<file path="config.mk">
export PLATFORM = sky130hd
export DESIGN_NAME = aes_rev_key_sched_flat
export DESIGN_NICKNAME = d
export VERILOG_FILES = /design/src/rtl/aes_rev_key_sched_if.sv /design/src/rtl/aes_rev_key_sched.sv /design/src/flat_wrapper.sv
export SDC_FILE = /design/constraint.sdc
export NUM_CORES = 2
export LEC_CHECK = 0
export CORE_ASPECT_RATIO = 0.75
export CORE_MARGIN = 10
export CORE_UTILIZATION = 51
export CTS_CLUSTER_SIZE = 10
export DETAILED_ROUTE_END_ITERATION = 8
export GPL_TIMING_DRIVEN = 1
export PLACE_DENSITY = 0.79
export SYNTH_ARGS = -nofsm -noshare
export SYNTH_HDL_FRONTEND = slang
export SYNTH_SLANG_ARGS = --single-unit
</file>
<file path="constraint.sdc">
create_clock -name clk -period 29.1 [get_ports clk]
set_input_delay 7.275 -clock clk [delete_from_list [all_inputs] [get_ports clk]]
set_output_delay 7.275 -clock clk [all_outputs]
set_load 0.01 [all_outputs]
</file>
<file path="src/rtl/aes_rev_key_sched_if.sv">
// Handshake bundle between key storage, the reverse key scheduler and the inverse-cipher round engine.
interface aes_rev_key_sched_if;
    logic         load_valid;
    logic         load_ready;
    logic [127:0] key_in;
    logic         abort;
    logic         rk_valid;
    logic         rk_ready;
    logic [127:0] rk_out;
    logic [3:0]   rk_round;
    logic         rk_last;

    modport master (
        output load_valid, key_in, abort, rk_ready,
        input  load_ready, rk_valid, rk_out, rk_round, rk_last
    );

    modport slave (
        input  load_valid, key_in, abort, rk_ready,
        output load_ready, rk_valid, rk_out, rk_round, rk_last
    );
endinterface

</file>
<file path="src/rtl/aes_rev_key_sched.sv">
// AES-128 on-the-fly reverse key schedule: takes the round-10 key and walks back to round 0,
// one key per handshake, optionally presenting rounds 9..1 through InvMixColumns.
module aes_rev_key_sched #(
    parameter bit         EQ_INV    = 1'b1,
    parameter logic [7:0] RCON_LAST = 8'h36
) (
    input logic                clk,
    input logic                rst_n,
    aes_rev_key_sched_if.slave bus
);

    typedef enum logic {IDLE = 1'b0, RUN = 1'b1} state_e;

    state_e       state_q, state_d;
    logic [127:0] key_q, key_d;
    logic [7:0]   rcon_q, rcon_d;
    logic [3:0]   round_q, round_d;

    logic [31:0]  w0, w1, w2, w3;
    logic [31:0]  p0, p1, p2, p3;
    logic [127:0] prev_key;
    logic [7:0]   rcon_div;
    logic         mix_en;

    function automatic logic [7:0] xtime(input logic [7:0] a);
        return {a[6:0], 1'b0} ^ (a[7] ? 8'h1b : 8'h00);
    endfunction

    function automatic logic [7:0] gf_mul(input logic [7:0] a, input logic [7:0] b);
        logic [7:0] acc;
        logic [7:0] x;
        acc = 8'h00;
        x   = a;
        for (int i = 0; i < 8; i++) begin
            if (b[i]) acc = acc ^ x;
            x = xtime(x);
        end
        return acc;
    endfunction

    // Forward sbox as GF(2^8) inverse (a^254) followed by the affine map, no lookup table.
    function automatic logic [7:0] sbox(input logic [7:0] a);
        logic [7:0] sq;
        logic [7:0] inv;
        sq  = a;
        inv = 8'h01;
        for (int i = 1; i < 8; i++) begin
            sq  = gf_mul(sq, sq);
            inv = gf_mul(inv, sq);
        end
        return inv ^ {inv[6:0], inv[7]} ^ {inv[5:0], inv[7:6]} ^
               {inv[4:0], inv[7:5]} ^ {inv[3:0], inv[7:4]} ^ 8'h63;
    endfunction

    function automatic logic [31:0] sub_word(input logic [31:0] w);
        return {sbox(w[31:24]), sbox(w[23:16]), sbox(w[15:8]), sbox(w[7:0])};
    endfunction

    function automatic logic [31:0] inv_mix_word(input logic [31:0] w);
        logic [7:0] a0, a1, a2, a3;
        {a0, a1, a2, a3} = w;
        return {gf_mul(a0, 8'h0e) ^ gf_mul(a1, 8'h0b) ^ gf_mul(a2, 8'h0d) ^ gf_mul(a3, 8'h09),
                gf_mul(a0, 8'h09) ^ gf_mul(a1, 8'h0e) ^ gf_mul(a2, 8'h0b) ^ gf_mul(a3, 8'h0d),
                gf_mul(a0, 8'h0d) ^ gf_mul(a1, 8'h09) ^ gf_mul(a2, 8'h0e) ^ gf_mul(a3, 8'h0b),
                gf_mul(a0, 8'h0b) ^ gf_mul(a1, 8'h0d) ^ gf_mul(a2, 8'h09) ^ gf_mul(a3, 8'h0e)};
    endfunction

    // Undo one forward expansion step; the current round's rcon is the one that built this key.
    always_comb begin
        {w0, w1, w2, w3} = key_q;
        p3       = w3 ^ w2;
        p2       = w2 ^ w1;
        p1       = w1 ^ w0;
        p0       = w0 ^ sub_word({p3[23:0], p3[31:24]}) ^ {rcon_q, 24'h0};
        prev_key = {p0, p1, p2, p3};
        rcon_div = {1'b0, rcon_q[7:1]} ^ (rcon_q[0] ? 8'h8d : 8'h00);
    end

    always_comb begin
        state_d = state_q;
        key_d   = key_q;
        rcon_d  = rcon_q;
        round_d = round_q;
        if (state_q == IDLE) begin
            if (bus.load_valid) begin
                state_d = RUN;
                key_d   = bus.key_in;
                rcon_d  = RCON_LAST;
                round_d = 4'd10;
            end
        end else if (bus.abort) begin
            state_d = IDLE;
        end else if (bus.rk_ready) begin
            if (round_q == 4'd0) begin
                state_d = IDLE;
            end else begin
                key_d   = prev_key;
                rcon_d  = rcon_div;
                round_d = round_q - 4'd1;
            end
        end
    end

    always_ff @(posedge clk or negedge rst_n) begin
        if (!rst_n) begin
            state_q <= IDLE;
            key_q   <= '0;
            rcon_q  <= '0;
            round_q <= '0;
        end else begin
            state_q <= state_d;
            key_q   <= key_d;
            rcon_q  <= rcon_d;
            round_q <= round_d;
        end
    end

    assign mix_en = EQ_INV && (round_q != 4'd0) && (round_q <= 4'd9);

    assign bus.load_ready = (state_q == IDLE);
    assign bus.rk_valid   = (state_q == RUN);
    assign bus.rk_round   = round_q;
    assign bus.rk_last    = (state_q == RUN) && (round_q == 4'd0);
    assign bus.rk_out     = mix_en ? {inv_mix_word(key_q[127:96]), inv_mix_word(key_q[95:64]),
                                      inv_mix_word(key_q[63:32]),  inv_mix_word(key_q[31:0])}
                                   : key_q;

endmodule

</file>
<file path="src/flat_wrapper.sv">
// flat-port wrapper written by rule: the top's interface ports become plain ports
module aes_rev_key_sched_flat 
#(
    parameter bit         EQ_INV    = 1'b1,
    parameter logic [7:0] RCON_LAST = 8'h36
)
  (clk, rst_n, bus_load_valid, bus_key_in, bus_abort, bus_rk_ready, bus_load_ready, bus_rk_valid, bus_rk_out, bus_rk_round, bus_rk_last);
  aes_rev_key_sched_if bus_i ();
  input logic clk;
  input logic rst_n;
  input wire logic [$bits(bus_i.load_valid)-1:0] bus_load_valid;
  input wire logic [$bits(bus_i.key_in)-1:0] bus_key_in;
  input wire logic [$bits(bus_i.abort)-1:0] bus_abort;
  input wire logic [$bits(bus_i.rk_ready)-1:0] bus_rk_ready;
  output wire logic [$bits(bus_i.load_ready)-1:0] bus_load_ready;
  output wire logic [$bits(bus_i.rk_valid)-1:0] bus_rk_valid;
  output wire logic [$bits(bus_i.rk_out)-1:0] bus_rk_out;
  output wire logic [$bits(bus_i.rk_round)-1:0] bus_rk_round;
  output wire logic [$bits(bus_i.rk_last)-1:0] bus_rk_last;
  assign bus_i.load_valid = bus_load_valid;
  assign bus_i.key_in = bus_key_in;
  assign bus_i.abort = bus_abort;
  assign bus_i.rk_ready = bus_rk_ready;
  assign bus_load_ready = bus_i.load_ready;
  assign bus_rk_valid = bus_i.rk_valid;
  assign bus_rk_out = bus_i.rk_out;
  assign bus_rk_round = bus_i.rk_round;
  assign bus_rk_last = bus_i.rk_last;
  aes_rev_key_sched #(.EQ_INV(EQ_INV), .RCON_LAST(RCON_LAST)) u_core (.clk(clk), .rst_n(rst_n), .bus(bus_i));
endmodule
</file>
==> flow_metrics.env <==
export IMPL_cts_tree="done"
export IMPL_area_growth_syn_to_layout_pct=6.57
export IMPL_seq_area_frac_synth_pct=4.57
export IMPL_cpPeakStageDelay_ns=0.91
export IMPL_drv_cap=0
export IMPL_via_per_inst=6.37
export IMPL_dr_pass1_iters=9
export IMPL_grt_usage_pct=30.1
export IMPL_antenna_found_initial=6
export IMPL_rsz0062_at_grt="false"
export IMPL_clk_pin_slew_ns=0.08
export IMPL_synth_edf_count=0
export IMPL_cts_buffers=17
export IMPL_dieHeight_um=357
export IMPL_grt_max_degree=82
export IMPL_route_detailed_wl_per_inst_um=22.2
export IMPL_ioPinCount=268
export IMPL_dominantRegCellSynth="dfrtp_1"
export IMPL_via_count=77200
export IMPL_syn_area_um2=77300
export IMPL_core_area_um2=150000
export IMPL_syn_area_per_cell_um2=7.51
export IMPL_required_ns=29.39
export IMPL_max_freq_mhz=47.0
export IMPL_met3_usage_pct=4.35
export IMPL_fin_nets=10300
export IMPL_drt_initial_drc_count=10300
export IMPL_drc_errors=1
export IMPL_yosysUniqueCellTypes=124
export IMPL_cts_max_level=4
export IMPL_io_buffer_count=267
export IMPL_ys_seq_elements=141
export IMPL_syn_inst=10300
export IMPL_critical_path_slowest_cell="xnor2_1"
export IMPL_cp_end_kind="register"
export IMPL_ctsResizeCount=0
export IMPL_grt_first_pass_wirelength_um=417000
export IMPL_start_util_pct=51.5
export IMPL_cp_data_arrival_time_ns=21.59
export IMPL_place_gp_congestion=0.992
export IMPL_postRouteAntennaNets=0
export IMPL_use_met1_pct=42.3
export IMPL_fin_crit_ns=21.30
export IMPL_violations="DRC"
export IMPL_worstSetupPathType="reg2reg"
export IMPL_grt_pass1_vias=71100
export IMPL_routed_wl_um=269000
export IMPL_tns_ns=0
export IMPL_setup_violations=0
export IMPL_die_w_um=470
export IMPL_synth_async_reset_ratio_pct=100
export IMPL_dpl_hpwl_um=202000
export IMPL_holdBufCountCts=0
export IMPL_hold_viol_final=0
export IMPL_fin_util_pct=54.8
export IMPL_cp_max_fo=26
export IMPL_ys_warn_count=0
export IMPL_grt_overflow_total=0
export IMPL_grtUsageMet2_pct=46.5
export IMPL_busiest_layer="met2"
export IMPL_fp_row_count=123
export IMPL_crit_top_cell="xnor2_1"
export IMPL_cts_setup_buffers=0
export IMPL_clk_path_buf_depth=2
export IMPL_drive_gt1_share_pct=7.21
export IMPL_drv_slew=0
export IMPL_startpoint_type="register"
export IMPL_synth_net_count=10400
export IMPL_worstHoldPathType="reg2reg"
export IMPL_worstSkewPairLatency_ns=0.46
export IMPL_fin_skew_ns=0.0159
export IMPL_period_share_pct=73.2
export IMPL_design_die_area_um2=168000
export IMPL_outcome="finished with violations"
export IMPL_dp_slack_ns=8.55
export IMPL_clkSinkCount=141
export IMPL_max_slew_margin_pct=13.9
export IMPL_setup_ws_ns=7.80
export IMPL_ctsRootBufferMaster="clkbuf_16"
export IMPL_tightest_slew_ns=1.29
-- through the flow --
| step | cells | hold slack (ns) | area, µm² |
|---|---|---|---|
| 2_1_floorplan | 10300 | 0.482 | 77300 |
| 3_3_place_gp | 12100 | 0.522 | 81700 |
| 3_5_place_dp | 12100 | 0.538 | 81700 |
| 4_1_cts | 12100 | 0.555 | 82400 |
| 5_1_grt | 12100 | 0.588 | 82400 |
| 6_report | 12100 | 0.559 | 82400 |
-- logic make-up (layout without fill, tap and decap cells) --
family                   after synthesis  count (layout)  share of synthesized area, %
multiplexers                         276             276                          3.73
AND/OR/NAND/NOR                     3408            3408                          19.1
buffers and inverters                866             685                          4.80
other                                  0               6                             0
AO/OA/AOI/OAI                       2233            2233                          19.1
flip-flops                           141             141                          4.57
adder cells (fa/ha/maj)               27              27                         0.421
XOR/XNOR                            3342            3342                          48.3
-- cell usage in the layout, fill, tap and decap left out, types with 34 or more instances in the layout --
cell type        count
a211oi_1           129
a21o_1              39
a21oi_1            535
a221o_1             62
a22oi_1             67
a31oi_1            108
and2_1              63
and3_1              55
buf_4              295
clkdlybuf4s50_1    266
dfrtp_1            140
inv_1               73
mux2_2              41
mux2i_1            220
nand2_1           1156
nand2b_1            49
nand3_1            285
nand4_1             47
nor2_1            1264
nor2b_1             43
nor3_1             233
nor4_1              40
o211ai_1            92
o21a_1              43
o21ai_0            499
o21ai_1             41
o221ai_1            36
o22ai_1            118
o31ai_1             35
or3_1               54
xnor2_1           2136
xnor2_2            131
xnor3_1            372
xnor3_2             37
xor2_1             542
xor2_2              34
xor3_1              50
-- path summary, 6_finish.rpt --
check / start / cells after the start / end / slack [ns]
setup / recovery: u_core.key_q[55]$_DFFE_PN0P_ / 58 / u_core.key_q[126]$_DFFE_PN0P_ / 7.80
hold / removal: u_core.rcon_q[3]$_DFFE_PN0P_ / 2 / u_core.rcon_q[3]$_DFFE_PN0P_ / 0.56
setup reg to reg: u_core.key_q[55]$_DFFE_PN0P_ / 58 / u_core.key_q[126]$_DFFE_PN0P_ / 7.80
hold reg to reg: u_core.rcon_q[3]$_DFFE_PN0P_ / 2 / u_core.rcon_q[3]$_DFFE_PN0P_ / 0.56
max in group asynchronous: rst_n / 2 / u_core.bus.rk_valid$_DFF_PN0_ / 20.72
min in group asynchronous: rst_n / 1 / u_core.key_q[91]$_DFFE_PN0P_ / 6.84
-- area by class of cell --
class,instances,area (µm²)
Clock inverter,15,191
Tap cell,2000,2500
Antenna cell,6,15.0
Fill cell,13900,67800
Inverter,91,344
Clock buffer,17,425
Timing Repair Buffer,562,4890
Sequential cell,141,3530
Multi-Input combinational cell,9286,70500
-- layer usage --
| metal | vias to the layer above | share of wire (%) |
|---|---|---|
| met2 | 4703 | 43 |
| met3 | 511 | 11 |
| li1 | 35300 | - |
| met4 | 0 | 4.1 |
| met5 | - | 0 |
| met1 | 36700 | 42 |
-- synthesized netlist by cell type, types with 50 or more instances --
cell type	instances	share of area (%)
xnor2_1	2178	25
nor2_1	1269	6.2
nand2_1	1158	5.6
xor2_1	548	6.2
a21oi_1	535	3.5
o21ai_0	500	3.2
clkbuf_1	469	2.3
xnor3_1	372	11
nand3_1	285	1.8
nor3_1	234	1.5
mux2i_1	221	2.9
buf_2	172	1.1
dfrtp_1	141	4.6
a211oi_1	129	1.3
o22ai_1	118	0.96
a31oi_1	108	0.87
o211ai_1	92	0.89
xnor2_2	90	1.9
buf_1	78	0.38
inv_1	74	0.36
a22oi_1	67	0.65
and2_1	64	0.52
a221o_1	62	0.80
and3_1	56	0.45
or3_1	54	0.44
nand2b_1	50	0.40
xor3_1	50	1.5
-- registers in the layout, summed over array words and instances, names as in the netlist --
register             count
u_core.bus.rk_round      4
u_core.rcon_q            8
u_core.bus.rk_valid      1
u_core.key_q           128
-- critical path, delay by kind of cell, from the launching register on --
kind                       cells  cell delay (ns)
xor gates and xnor gates      17             6.81
and+or+nand+nor               11             3.21
DFF                            1             0.81
adders and majority gates      3             1.47
AOI/OAI and AO/OA             19             5.93
muxes                          1             0.52
buffers and inverters          7             2.30
Power is not shown: default switching activity piles up to over one toggle a cycle in this logic, so the estimate is an artifact.
